**config.mk**
```make
export PLATFORM = sky130hd
export DESIGN_NAME = karatsuba_34
export DESIGN_NICKNAME = d
export VERILOG_FILES = /design/src/rtl/karatsuba_34_pkg.sv /design/src/rtl/karatsuba_34_mul18.sv /design/src/rtl/karatsuba_34.sv
export SDC_FILE = /design/constraint.sdc
export NUM_CORES = 2
export LEC_CHECK = 0
export CELL_PAD_IN_SITES_DETAIL_PLACEMENT = 0
export CELL_PAD_IN_SITES_GLOBAL_PLACEMENT = 2
export CORE_ASPECT_RATIO = 0.75
export CORE_MARGIN = 2
export CORE_UTILIZATION = 38
export DETAILED_ROUTE_END_ITERATION = 6
export GPL_ROUTABILITY_DRIVEN = 0
export PLACE_DENSITY = 0.83
export SYNTH_ARGS = -nofsm -noshare
export SYNTH_HDL_FRONTEND = slang
export SYNTH_SLANG_ARGS = --single-unit
export TNS_END_PERCENT = 1
```
**constraint.sdc**
```tcl
create_clock -name clk -period 10.7 [get_ports clk]
set_input_delay 2.14 -clock clk [delete_from_list [all_inputs] [get_ports clk]]
set_output_delay 2.14 -clock clk [all_outputs]
set_load 0.05 [all_outputs]
```
**src/rtl/karatsuba_34_pkg.sv**
```systemverilog
// Shared constants and FSM state type for the 34x34 Karatsuba multiplier.
//   HALF_W : width of one operand half (17)
//   SUM_W  : width of a half-sum with its carry kept (18)
//   IN_W   : operand width (34)
//   OUT_W  : product width (68)
//   PROD_W : width of the shared 18x18 multiplier result (36)
package karatsuba_34_pkg;

  localparam int unsigned HALF_W = 17;
  localparam int unsigned SUM_W  = 18;
  localparam int unsigned IN_W   = 34;
  localparam int unsigned OUT_W  = 68;
  localparam int unsigned PROD_W = 2 * SUM_W;

  typedef enum logic [2:0] {
    IDLE,
    CALC_LO,
    CALC_HI,
    CALC_MID,
    COMBINE
  } state_t;

endpackage

```
**src/rtl/karatsuba_34_mul18.sv**
```systemverilog
// Combinational 18x18 -> 36-bit unsigned multiplier, time-shared by the
// three partial-product states of karatsuba_34.
//   a : multiplicand (18b, unsigned)
//   b : multiplier   (18b, unsigned)
//   p : product      (36b, unsigned)
module karatsuba_34_mul18
  import karatsuba_34_pkg::*;
(
  input  logic [SUM_W-1:0]  a,
  input  logic [SUM_W-1:0]  b,
  output logic [PROD_W-1:0] p
);

  assign p = {{SUM_W{1'b0}}, a} * {{SUM_W{1'b0}}, b};

endmodule

```
**src/rtl/karatsuba_34.sv**
```systemverilog
// Unsigned 34x34 -> 68-bit multiplier, one level of Karatsuba on 17-bit
// halves. A single 18x18 multiplier is reused across CALC_LO, CALC_HI and
// CALC_MID; the result is assembled in COMBINE. Fixed latency: start sampled
// on edge N gives a one-cycle valid_out pulse after edge N+4.
// Optional build macro: KARATSUBA34_DEBUG_EN (simulation-only trace prints).
//   clk       : clock, rising edge
//   rst       : asynchronous active-high reset
//   start     : one-cycle request, A/B captured when idle
//   A, B      : 34-bit unsigned operands
//   P         : 68-bit product, held until the next completion
//   valid_out : one-cycle pulse when P has just been updated
module karatsuba_34
  import karatsuba_34_pkg::*;
(
  input  logic             clk,
  input  logic             rst,
  input  logic             start,
  input  logic [IN_W-1:0]  A,
  input  logic [IN_W-1:0]  B,
  output logic [OUT_W-1:0] P,
  output logic             valid_out
);

  state_t state, state_nxt;

  logic [IN_W-1:0]   a_r, b_r;
  logic [IN_W-1:0]   z0, z2;
  logic [PROD_W-1:0] z1;

  logic [HALF_W-1:0] a_lo, a_hi, b_lo, b_hi;
  logic [SUM_W-1:0]  sa, sb;
  logic [SUM_W-1:0]  op_a, op_b;
  logic [PROD_W-1:0] prod;
  logic [PROD_W-1:0] mid;
  logic [OUT_W-1:0]  result;

  assign a_lo = a_r[HALF_W-1:0];
  assign a_hi = a_r[IN_W-1:HALF_W];
  assign b_lo = b_r[HALF_W-1:0];
  assign b_hi = b_r[IN_W-1:HALF_W];

  // Half-sums keep their carry, so the middle product needs the full 18x18.
  assign sa = {1'b0, a_hi} + {1'b0, a_lo};
  assign sb = {1'b0, b_hi} + {1'b0, b_lo};

  always_comb begin
    op_a = '0;
    op_b = '0;
    case (state)
      CALC_LO:  begin op_a = {1'b0, a_lo}; op_b = {1'b0, b_lo}; end
      CALC_HI:  begin op_a = {1'b0, a_hi}; op_b = {1'b0, b_hi}; end
      CALC_MID: begin op_a = sa;           op_b = sb;           end
      default:  ;
    endcase
  end

  karatsuba_34_mul18 u_mul (
    .a (op_a),
    .b (op_b),
    .p (prod)
  );

  // z1 >= z0 + z2 always holds, so the subtraction never wraps.
  assign mid    = z1 - {2'b00, z2} - {2'b00, z0};
  assign result = {z2, {IN_W{1'b0}}}
                + {{(OUT_W-PROD_W-HALF_W){1'b0}}, mid, {HALF_W{1'b0}}}
                + {{IN_W{1'b0}}, z0};

  always_ff @(posedge clk or posedge rst) begin
    if (rst) state <= IDLE;
    else     state <= state_nxt;
  end

  always_comb begin
    state_nxt = state;
    case (state)
      IDLE:     if (start) state_nxt = CALC_LO;
      CALC_LO:  state_nxt = CALC_HI;
      CALC_HI:  state_nxt = CALC_MID;
      CALC_MID: state_nxt = COMBINE;
      COMBINE:  state_nxt = IDLE;
      default:  state_nxt = IDLE;
    endcase
  end

  always_ff @(posedge clk or posedge rst) begin
    if (rst) begin
      a_r       <= '0;
      b_r       <= '0;
      z0        <= '0;
      z2        <= '0;
      z1        <= '0;
      P         <= '0;
      valid_out <= 1'b0;
    end else begin
      valid_out <= 1'b0;
      case (state)
        IDLE: begin
          if (start) begin
            a_r <= A;
            b_r <= B;
          end
        end
        CALC_LO:  z0 <= prod[IN_W-1:0];
        CALC_HI:  z2 <= prod[IN_W-1:0];
        CALC_MID: z1 <= prod;
        COMBINE: begin
          P         <= result;
          valid_out <= 1'b1;
        end
        default: ;
      endcase
    end
  end

`ifdef KARATSUBA34_DEBUG_EN
  always_ff @(posedge clk) begin
    if (!rst && state == IDLE && start)
      $display("[karatsuba_34] capture A=%h B=%h a_hi=%h a_lo=%h b_hi=%h b_lo=%h sa=%h sb=%h",
               A, B, A[IN_W-1:HALF_W], A[HALF_W-1:0], B[IN_W-1:HALF_W], B[HALF_W-1:0],
               {1'b0, A[IN_W-1:HALF_W]} + {1'b0, A[HALF_W-1:0]},
               {1'b0, B[IN_W-1:HALF_W]} + {1'b0, B[HALF_W-1:0]});
    if (!rst && state == COMBINE)
      $display("[karatsuba_34] combine z0=%h z2=%h z1=%h mid=%h P=%h",
               z0, z2, z1, mid, result);
  end
`endif

endmodule

```
# == Word level (Yosys, flattened, before mapping) ==
# Index checks and enable logic that the tools add are counted.
# classes
addsub,6
multipliers,1
n_eq_ne,5
mux,5
reduce_logical,2
# ops
operator,n
18-bit one-hot mux with 3 select lines,2
36-bit by 34-bit subtractor with 36-bit output,2
68-bit by 34-bit adder with 68-bit output,1
68-bit by 53-bit adder with 68-bit output,1
17-bit by 17-bit adder with 18-bit output,2
18-bit by 18-bit multiplier with 36-bit output,1
3-bit one-hot mux with 4 select lines,1
"3-bit by 2-bit == test with 1-bit output, second input constant",2
"3-bit by 1-bit == test with 1-bit output, second input constant",1
"3-bit == test, second input constant",1
3-bit logical NOT,1
3-bit two-way mux,1
"2-bit != test, second input constant",1
2-bit AND reduction,1
1-bit two-way mux,1
# word_totals
register_bits,244
input_bits,71
output_inout_bits,69
word_cells,27

# == Logic depth before layout (Yosys ltp) ==
# logic_depth
depth_word,4
mapped_depth,35
ltp_nobuf,33

# == Modules after synthesis ==
# A second synthesis with hierarchy kept.
# unflattened
cells_unflattened,3020
area_unflattened_um2,26855.8
# modules_own_cells
mod,instances,cells_per_inst,area_per_inst_um2,seq_area_each_um2
karatsuba_34,1,1767,16087.9,6105.9
karatsuba_34_mul18,1,1253,10767.8,0.0

# == Worst setup path after synthesis ==
# Ideal clock, no wire load.
# synth_path
path_type,register to register
startpoint,reg b_r[3]
endpoint,reg z1[34]
setup_time_ps,146
arrival_time_ps,7893
t_required_ps,10554
slack_ps,2661
stages_incl_launch_ff,29
path_buffers,1
period_less_slack_ps,8039
path_cell_list,dfrtp_1 -> ha_1 -> o21a_1 -> a2111oi_2 -> o21ai_0 -> a2111oi_0 -> nor2_1 -> xnor2_1 -> o21ai_2 -> buf_2 -> nand2_1 -> fa_1 -> inv_1 -> fa_1 -> fa_1 -> fa_1 -> fa_1 -> inv_1 -> fa_1 -> inv_1 -> ha_1 -> a211o_1 -> a211o_1 -> a21oi_1 -> nor3_1 -> or3_1 -> o31ai_1 -> mux2i_1 -> o311ai_0
# synth_between
elab_chain_len,3
# synth_rtl
element,line,rtl
"start, declared",karatsuba_34.sv:26,"logic [IN_W-1:0] a_r, b_r;"
"start signal, assigned",karatsuba_34.sv:89,b_r <= '0;
"start signal, assigned",karatsuba_34.sv:101,b_r <= B;
17-bit by 17-bit adder with 18-bit output,karatsuba_34.sv:44,"assign sb = {1'b0, b_hi} + {1'b0, b_lo};"
18-bit one-hot mux with 3 select lines (*),karatsuba_34.sv:49,case (state)
18-bit by 18-bit multiplier with 36-bit output (*),karatsuba_34_mul18.sv:14,"assign p = {{SUM_W{1'b0}}, a} * {{SUM_W{1'b0}}, b};"
"end signal, assigned",karatsuba_34.sv:106,CALC_MID: z1 <= prod;
"end, declared",karatsuba_34.sv:28,logic [PROD_W-1:0] z1;
# Mark *: on every way between the ends. The rest lies on a longest branch, timed or not.
# A chain may end at the register's enable or synchronous reset.

# == Final worst setup path ==
# layout_path
startpoint,reg state[1]
endpoint,reg z1[34]
# layout_between
elab_chain_len,3
word_cells_on_any_way,6
classes_between,mul: 1; eq/ne: 3; mux: 2
# layout_rtl
element,line,rtl
"start, declared",karatsuba_34.sv:24,"state_t state, state_nxt;"
"start signal, assigned",karatsuba_34.sv:71,else state <= state_nxt;
"3-bit by 2-bit == test with 1-bit output, or another cell as far along","karatsuba_34.sv:49, karatsuba_34.sv:97",
18-bit one-hot mux with 3 select lines,karatsuba_34.sv:49,
18-bit by 18-bit multiplier with 36-bit output,karatsuba_34_mul18.sv:14,
# Parallel ways exist; a longest one is shown, timed or not.

==> key figures <==
Status
  – Status: finished, final reports clean

Clocking
  – H-tree levels: 1
  – Worst-path clk slew: about 0.07 ns
  – Setup bufs post-CTS: 0
  – Clock sink count: between 200 and 250
  – CTS Root Cell: clkbuf_16
  – Clk buf depth: 3
  – Num CTS Buffers: 30
  – CTS Hold Bufs: 0
  – Clock network latency to the later pin of the worst-skew pair: 0.60 ns
  – Post-cts sizing count: 0
  – CTS tree: done

Synth
  – Dominant synthesized flop cell: dfrtp_1
  – Synth Cell Area: 0.0265 sq mm
  – Mux cell area share after synthesis: between 3 and 4%
  – Adder-cell area share of the yosys netlist: roughly a third
  – Ys async rst share: 100%
  – Synth warn: 0
  – Synth Register Bits: roughly 240
  – Area contributors post-synth: dfrtp_1, fa_1, ha_1, nand2_1, inv_1
  – Distinct cells, synth: 84
  – Post-Syn Instances: about 3000
  – Post-synthesis simple-gate area fraction: about 15%
  – XOR/XNOR share of the synthesized area: under 10%
  – Syn nets: around 3600
  – Leading area contributor after synthesis: dfrtp_1
  – Combinational family with the most area after synthesis: adder cells
  – Avg Synthesized Cell Area: just under 9 sq um
  – Sequential element share of the synthesized area: a little under a quarter
  – Post-synth EDFFs: 0
  – Yosys top cell area share: a little under a quarter
  – Synth Area in Compound Gates: between 10 and 15%

Timing
  – Final hold vios: 0
  – Fmax achieved: 107 MHz
  – Crit path time final: approximately 9.4 ns
  – Max Slew Vio Count: 0
  – Clock skew: approximately 0.027 ns
  – Period utilisation layout: 87.6%
  – Slew HR: 17.1%
  – Finish-stage setup viols: 0
  – Setup TNS: 0 ns
  – RSZ-0062 raised after global routing: no
  – Worst slew pin tran: 1.24 ns

Critical path
  – Crit-path slowest cell: nor2b_1
  – CP Capture Type: flip-flop
  – Critical path required time: approximately 11 ns
  – Max FO, Critical Path: 27
  – Most frequent CP cell: fa_1
  – Worst Setup Start Kind: flip-flop
  – Setup CP Type: flip-flop to flip-flop
  – Data arrival time of the critical path: 9.81 ns
  – Delay of the slowest critical-path stage: ~0.96 ns

GRT
  – Gr ovfl total: 0
  – First-pass GRT wire length: around 120000 um
  – Vias in the first global route: between 20000 and 25000
  – Gr usage total: 22.5%
  – Pin count of the biggest net entering global routing: slightly above 100
  – Initial antenna violation count: 0

Floorplanning
  – Total core area: 0.0687 sq mm
  – Cell Rows: between 80 and 90
  – Initial Utilization: about two fifths
  – Die Y: ~230 um
  – Number of I/O pins: between 100 and 150
  – Die Area: 0.0719 sq mm
  – Die width: 309 um

Route
  – Routed via count: between 20000 and 25000
  – DRC Markers: 0
  – WL/cell: roughly 20 um
  – 1st-iter DRT viols: ~1700
  – WL final: about 80000 um
  – First-pass DRT Iterations: 6
  – Post-DRT Antenna Nets: 0
  – Via density: between 5 and 6

Placement
  – Hpwl dp: between 60000 and 70000 um
  – IO buf count: around 140

Layout
  – Commonest non-fill, non-tap cells in the layout: nand2_1, inv_1, fa_1
  – Most common cell after layout, fill and taps aside: nand2_1
  – Nets: 3669
  – Share of layout cells above drive strength 1: 6.65%
  – Area delta synth->final: 13.0%
  – N_diodes: 0

Flow run
  – Max Cap Viol: 0

Worst hold path
  – Min-delay worst type: flip-flop to flip-flop
## per-stage QoR
step	utilization, %	hold slack, ns	cells	setup slack [ns]	instance area [sq um]
2_1_floorplan	-	0.450	3008	1.86	26500
3_3_place_gp	42.0	0.460	3991	1.42	28800
3_5_place_dp	42.0	0.469	3991	1.25	28800
4_1_cts	43.6	0.483	4047	1.19	30000
5_1_grt	43.6	0.500	4047	0.887	30000
6_report	43.6	0.473	4047	1.32	30000
## layout make-up
type | count | area [sq um]
fillers | 6837 | 38800
multi-input cells | 2216 | 18300
flip-flops and latches | 244 | 6110
repair buffers | 174 | 1650
inverters | 422 | 1590
well taps | 935 | 1170
clock buffers | 40 | 880
clock inverters | 16 | 255
## routing by layer
| metal | vias to the layer above | share of wire (%) | track usage [%] |
|---|---|---|---|
| li1 | 9999 | - | - |
| met1 | 10687 | 50 | 34.7 |
| met2 | 659 | 41 | 32.4 |
| met3 | 67 | 7.3 | 4.75 |
| met4 | 0 | 1.6 | 3.55 |
| met5 | - | 0 | 0 |
## Yosys cell counts (19+ instances only)
| library cell | count |
|---|---|
| nor2_1 | 179 |
| clkbuf_1 | 106 |
| o21a_1 | 21 |
| fa_1 | 293 |
| nand2b_1 | 19 |
| xnor2_1 | 73 |
| nor2b_1 | 24 |
| nor3_1 | 24 |
| o21bai_1 | 21 |
| and2_1 | 39 |
| a21oi_1 | 141 |
| o21ai_0 | 218 |
| dfrtp_1 | 244 |
| nand4_1 | 19 |
| and3_1 | 25 |
| nand2_1 | 483 |
| inv_1 | 421 |
| ha_1 | 217 |
| mux2_2 | 78 |
| nand3_1 | 32 |
| xor2_1 | 46 |
| a21o_1 | 50 |
## flip-flops by register name, summed over array words and instances (netlist names)
signal	count
P	68
a_r	34
b_r	34
state	3
valid_out	1
z0	34
z1	36
z2	34
## logic make-up (layout without fill, tap and decap cells)
kind of cell	after synthesis	count (layout)
simple gates	888	888
compound gates	616	616
fa+ha+maj	510	510
mux	83	83
buf+inv	548	652
xor+xnor	119	119
flops	244	244
## worst paths after layout
path	from	to	slack [ns]	cells after the start
setup / recovery	state[1]	z1[34]	1.32	25
min in group asynchronous	rst	z0[5]	2.07	2
hold / removal	P[55]	P[55]	0.47	2
max in group asynchronous	rst	z0[24]	7.10	3
hold reg to reg	P[55]	P[55]	0.47	2
setup reg to reg	state[1]	z1[34]	1.32	25
## worst max-delay path: cells and delay by family (launching register included)
family | cells | cell delay [ns]
adder cells (fa/ha/maj) | 7 | 3.53
AND/OR/NAND/NOR | 5 | 2.38
AO/OA/AOI/OAI | 6 | 1.55
buffers and inverters | 6 | 1.18
flip-flops | 1 | 0.33
multiplexers | 1 | 0.22
Power is left out: the tool's default activity adds up to more than one toggle a clock period on the data nets, which glitch-free logic cannot reach.
